$ cat src/rtl/dac_tx_sequencer.sv
// DAC/PA power-up, stream and power-down sequencer for a transmit burst.
// Steps through DAC wake, PA settle, streaming, PA tail hold and PA settle.
// In normal mode it counts tlast handshakes seen on a passive AXIS tap.
// In test mode it streams until abort.
module dac_tx_sequencer #(
  parameter int unsigned WAKE_CYCLES      = 1000,
  parameter int unsigned PA_SETTLE_CYCLES = 500,
  parameter int unsigned TAIL_CYCLES      = 256,
  parameter int unsigned CNT_WIDTH        = 16
) (
  input  logic       s00_axis_aclk,
  input  logic       s00_axis_aresetn,
  input  logic       tx_start,
  input  logic       tx_abort,
  input  logic       test_req,
  input  logic [7:0] frames,
  input  logic       mon_tvalid,
  input  logic       mon_tready,
  input  logic       mon_tlast,
  output logic [3:0] control,
  output logic [2:0] state,
  output logic       busy,
  output logic       done,
  output logic       underrun
);

  typedef enum logic [2:0] {
    S_IDLE   = 3'd0,
    S_WAKE   = 3'd1,
    S_PA_ON  = 3'd2,
    S_STREAM = 3'd3,
    S_TAIL   = 3'd4,
    S_PA_OFF = 3'd5
  } state_t;

  // Counter preload values: each timed state lasts N cycles, counting N-1 down to 0.
  localparam logic [CNT_WIDTH-1:0] WAKE_LOAD   = CNT_WIDTH'(WAKE_CYCLES - 1);
  localparam logic [CNT_WIDTH-1:0] SETTLE_LOAD = CNT_WIDTH'(PA_SETTLE_CYCLES - 1);
  localparam logic [CNT_WIDTH-1:0] TAIL_LOAD   = CNT_WIDTH'(TAIL_CYCLES - 1);
  localparam logic [CNT_WIDTH-1:0] CNT_ONE     = CNT_WIDTH'(1);

  // control bit map: [0] stream enable, [1] PA enable, [2] DAC sleep, [3] test enable
  localparam logic [3:0] CTL_IDLE = 4'b0100;
  localparam logic [3:0] CTL_OFF  = 4'b0000;
  localparam logic [3:0] CTL_PA   = 4'b0010;

  state_t               state_q, state_d;
  logic [CNT_WIDTH-1:0] cnt_q, cnt_d;
  logic [7:0]           frames_left_q, frames_left_d;
  logic                 test_lat_q, test_lat_d;
  logic                 seen_beat_q, seen_beat_d;
  logic [3:0]           control_q, control_d;
  logic                 busy_q, busy_d;
  logic                 done_q, done_d;
  logic                 underrun_q, underrun_d;

  logic beat;
  logic term_hs;
  logic cnt_zero;

  assign beat     = mon_tvalid & mon_tready;
  assign term_hs  = beat & mon_tlast;
  assign cnt_zero = (cnt_q == '0);

  // Next-state, counter, burst bookkeeping and registered-output decode
  always_comb begin
    state_d       = state_q;
    cnt_d         = cnt_q;
    frames_left_d = frames_left_q;
    test_lat_d    = test_lat_q;
    seen_beat_d   = seen_beat_q;
    underrun_d    = underrun_q;
    done_d        = 1'b0;

    case (state_q)
      S_IDLE: begin
        // A zero-frame request would never terminate, so it is dropped.
        if (tx_start && (frames != 8'd0)) begin
          state_d       = S_WAKE;
          cnt_d         = WAKE_LOAD;
          frames_left_d = frames;
          test_lat_d    = test_req;
          seen_beat_d   = 1'b0;
          underrun_d    = 1'b0;
        end
      end
      S_WAKE: begin
        if (tx_abort) begin
          state_d = S_PA_OFF;
          cnt_d   = SETTLE_LOAD;
        end else if (cnt_zero) begin
          state_d = S_PA_ON;
          cnt_d   = SETTLE_LOAD;
        end else begin
          cnt_d = cnt_q - CNT_ONE;
        end
      end
      S_PA_ON: begin
        if (tx_abort) begin
          state_d = S_PA_OFF;
          cnt_d   = SETTLE_LOAD;
        end else if (cnt_zero) begin
          state_d = S_STREAM;
          cnt_d   = '0;
        end else begin
          cnt_d = cnt_q - CNT_ONE;
        end
      end
      S_STREAM: begin
        // Underrun: the DAC is ready but the source has nothing after the burst began.
        if (!test_lat_q) begin
          if (mon_tready && !mon_tvalid && seen_beat_q) underrun_d = 1'b1;
          if (beat) seen_beat_d = 1'b1;
        end
        // Abort takes priority over a terminal tlast in the same cycle.
        if (tx_abort) begin
          state_d = S_PA_OFF;
          cnt_d   = SETTLE_LOAD;
        end else if (!test_lat_q && term_hs) begin
          if (frames_left_q == 8'd1) begin
            state_d       = S_TAIL;
            cnt_d         = TAIL_LOAD;
            frames_left_d = 8'd0;
          end else begin
            frames_left_d = frames_left_q - 8'd1;
          end
        end
      end
      S_TAIL: begin
        if (tx_abort || cnt_zero) begin
          state_d = S_PA_OFF;
          cnt_d   = SETTLE_LOAD;
        end else begin
          cnt_d = cnt_q - CNT_ONE;
        end
      end
      S_PA_OFF: begin
        if (cnt_zero) begin
          state_d = S_IDLE;
          done_d  = 1'b1;
        end else begin
          cnt_d = cnt_q - CNT_ONE;
        end
      end
      default: begin
        state_d = S_IDLE;
        cnt_d   = '0;
      end
    endcase

    busy_d = (state_d != S_IDLE);

    case (state_d)
      S_IDLE:   control_d = CTL_IDLE;
      S_PA_ON:  control_d = CTL_PA;
      S_STREAM: control_d = {test_lat_d, 3'b011};
      S_TAIL:   control_d = CTL_PA;
      default:  control_d = CTL_OFF;
    endcase
  end

  // State and output registers; reset parks the DAC asleep with the PA off at once
  always_ff @(posedge s00_axis_aclk or negedge s00_axis_aresetn) begin
    if (!s00_axis_aresetn) begin
      state_q       <= S_IDLE;
      cnt_q         <= '0;
      frames_left_q <= 8'd0;
      test_lat_q    <= 1'b0;
      seen_beat_q   <= 1'b0;
      control_q     <= CTL_IDLE;
      busy_q        <= 1'b0;
      done_q        <= 1'b0;
      underrun_q    <= 1'b0;
    end else begin
      state_q       <= state_d;
      cnt_q         <= cnt_d;
      frames_left_q <= frames_left_d;
      test_lat_q    <= test_lat_d;
      seen_beat_q   <= seen_beat_d;
      control_q     <= control_d;
      busy_q        <= busy_d;
      done_q        <= done_d;
      underrun_q    <= underrun_d;
    end
  end

  assign state    = state_q;
  assign control  = control_q;
  assign busy     = busy_q;
  assign done     = done_q;
  assign underrun = underrun_q;

endmodule

$ cat config.mk
export PLATFORM = sky130hd
export DESIGN_NAME = dac_tx_sequencer
export DESIGN_NICKNAME = d
export VERILOG_FILES = /design/src/rtl/dac_tx_sequencer.sv
export SDC_FILE = /design/constraint.sdc
export NUM_CORES = 1
export LEC_CHECK = 0
export CAP_MARGIN = 10
export CORE_AREA = 4 4 81 83
export CTS_CLUSTER_SIZE = 8
export DETAILED_ROUTE_END_ITERATION = 12
export DIE_AREA = 0 0 85 87
export GPL_ROUTABILITY_DRIVEN = 0
export SLEW_MARGIN = 10
export SYNTH_ARGS = -nofsm -noshare
export SYNTH_HDL_FRONTEND = slang
export SYNTH_SLANG_ARGS = --single-unit
$ cat constraint.sdc
create_clock -name s00_axis_aclk -period 6.5 [get_ports s00_axis_aclk]
set_input_delay 1.625 -clock s00_axis_aclk [delete_from_list [all_inputs] [get_ports s00_axis_aclk]]
set_output_delay 1.625 -clock s00_axis_aclk [all_outputs]
set_load 0.03 [all_outputs]
==> results.txt <==
I/O pins -> 26
vias -> 2095
Hold-fix buffers, CTS -> 0
gr usage total -> 15.85%
leakage power -> 1.111 nW
CTS Buf Count -> 5
die area -> 0.007395 mm^2
chip width -> 85 um
Mapped Nets -> 288
leading area contributor after synthesis -> dfrtp_1
Net count, final -> 306
maximum vdd drop -> 0.1075 mV
Hold Vio Cnt, Final -> 0
CP Class -> in2reg
Synth area leaders -> dfrtp_1 (37%), o21ai_0 (5.8%), nor2_1 (4.5%)
largest net degree at the start of global routing -> 37
clk buf depth -> 2
share of cells above drive strength 1 -> 6.969%
fin cells -> 362
Post-Syn Area -> 0.002346 mm^2
Die Y -> 87 um
CP Cell Sequence -> clkdlybuf4s50_1 > nand4b_1 > nor3_2 > o32ai_1 > a221o_1 > a221oi_1 > a22o_1
Row Count -> 28
core box area -> 0.005851 mm^2
Fmax -> 0.2491 GHz
Setup Viol. Count Final -> 0
WL/cell -> 15.73 um
status -> finished clean
CP required -> 6710 ps
setup ws final -> 2485 ps
post-DR vias/cell -> 5.787
Pwr Total -> 0.7493 mW
Slew @ Worst Pin -> 1007 ps
max_cap viols -> 0
first-pass GRT wire length -> 9.549 mm
Yosys warning total -> 0
number of synthesized flops with an enable pin -> 0
drt first pass iters -> 4
Post-CTS Setup Bufs -> 0
Period minus WS final -> 4015 ps
PostCTS Resize Cnt -> 0
Crit Path Max Fanout -> 11
initial antenna violation count -> 0
HPWL after DPL -> 4.129 mm
area growth from synthesis to layout -> 15.25%
Final period util -> 61.77%
CTS tree -> built
ys async rst share -> 100.0%
RSZ-0062 raised after global routing -> no
Clock Skews -> 9.399 ps
most common flop cell mapped by yosys -> dfrtp_1
worst slack, placed -> 2232 ps
DRC -> 0
CTS Root Cell -> clkbuf_8
gr ovfl total -> 0
FF+latch count, synth -> 36
Final ANT Viol Nets -> 0
PD cells -> 277.1 mW/mm^2
# diodes -> 0
clk slew on worst S/H paths -> 70 ps
Yosys top cell area share -> 37.33%
Worst Hold Class -> reg2reg
Sum Neg Setup Slack -> 0 ps
Starting Density -> 40.10%
pins over their slew limit -> 0
DRT Wirelength -> 5.696 mm
Worst Setup End Kind -> register
Syn Area/Cell -> 8.754 um^2
clock sink total -> 36
placed cell count -> 354
Mapped Cells -> 268
CP max stage delay -> 520 ps
slowest stage cell, crit path -> a221oi_1
via count of the first global-routing pass -> 1993
sequential fraction of the synthesis area -> 38.45%
crit path DAT -> 4230 ps
Startpoint Class -> input port
worst skew pair latency -> 280 ps
max_slew headroom -> 32.24%
critical path's top delay family -> compound AO/OA/AOI/OAI gates
CTS HTree Levels -> 2
Detailed Route Iter0 Violations -> 94
# port buffers -> 25
CP Buf/Inv Count -> 1
Synth cell types -> 61
-- layout make-up --
type / count / area (um^2)
clock buffers: 8 / 90.09
fillers: 566 / 3147
inverters: 9 / 33.78
multi-input cells: 209 / 1339
flip-flops and latches: 36 / 902.1
well taps: 75 / 93.84
repair buffers: 25 / 245.2
-- cell usage in the layout (no fill, tap or decap), types with 3 or more instances in the layout --
cell and n:
dfrtp_1 35, nor2_1 28, o21ai_0 27, clkdlybuf4s50_1 24
a21oi_1 17, nand2_1 16, nor3_1 14, inv_1 8
or3_1 7, xnor2_1 7, a21o_1 6, clkbuf_8 6
nor2b_1 5, and2_1 5, nor4_1 4, a32oi_1 4
nand2b_1 4, a211oi_1 4, o2bb2ai_1 4, a22o_1 4
ha_1 4, or4_1 3
-- power by group --
group	switching (mW)	leakage (nW)	internal (mW)	total [mW]
clock network	0.0740	0.0455	0.0864	0.160
registers	0.0632	0.443	0.281	0.344
logic	0.134	0.623	0.111	0.245
-- per-stage QoR --
step	area [um^2]	hold WS, ps	util, %
after detailed placement	2614	493.1	44.67
after CTS	2704	507.6	46.21
after global routing	2704	525.9	46.21
after global placement	2614	486.6	44.67
final	2704	505.3	46.21
after floorplan	2346	457.0	-
-- state kept, by name, summed over array words and instances, names as in the netlist --
register       flops
busy               1
seen_beat_q        1
done               1
frames_left_q      8
underrun           1
test_lat_q         1
state              3
cnt_q             16
control            4
-- synthesized netlist by cell type (5+ instances only) --
library cell	count
xnor2_1	7
o21ai_0	27
nor2_1	28
nand2_1	16
or3_1	7
nor2b_1	5
and2_1	5
nor3_1	14
a21o_1	6
inv_1	8
a21oi_1	17
clkbuf_1	8
dfrtp_1	35
-- cell families after synthesis --
group                    after synthesis  synth area share (%)
buffers and inverters                 23                 4.480
XOR/XNOR                               7                 2.613
flip-flops                            36                 38.45
multiplexers                           1                0.4800
adder cells (fa/ha/maj)                4                 2.133
AO/OA/AOI/OAI                         93                 26.88
AND/OR/NAND/NOR                      104                 24.96
-- path summary, 6_finish.rpt --
check	start	endpoint	slack (ps)	depth (start not counted)
min in group asynchronous	s00_axis_aresetn	cnt_q[6]$_DFFE_PN0P_	1430	1
hold / removal	seen_beat_q$_DFFE_PN0P_	seen_beat_q$_DFFE_PN0P_	510	2
setup / recovery	mon_tvalid	cnt_q[1]$_DFFE_PN0P_	2480	7
max in group asynchronous	s00_axis_aresetn	test_lat_q$_DFF_PN0_	4560	1
hold reg to reg	seen_beat_q$_DFFE_PN0P_	seen_beat_q$_DFFE_PN0P_	510	2
setup reg to reg	state[1]$_DFF_PN0_	cnt_q[7]$_DFFE_PN0P_	3110	5
-- layer usage --
metal	vias to the layer above	global-route usage [%]	wire (um)
met5	-	0	0
met4	0	4.892	72
met3	10	4.352	373
met2	72	25.35	2685
met1	978	20.92	2564
li1	1035	-	-
-- tightest hold or removal path, cell delays in order, from the launching register on --
cell and delay [ps]:
dfrtp_1 350, a21oi_1 40, nor2_1 70
Power figures use the tool's default switching activity.
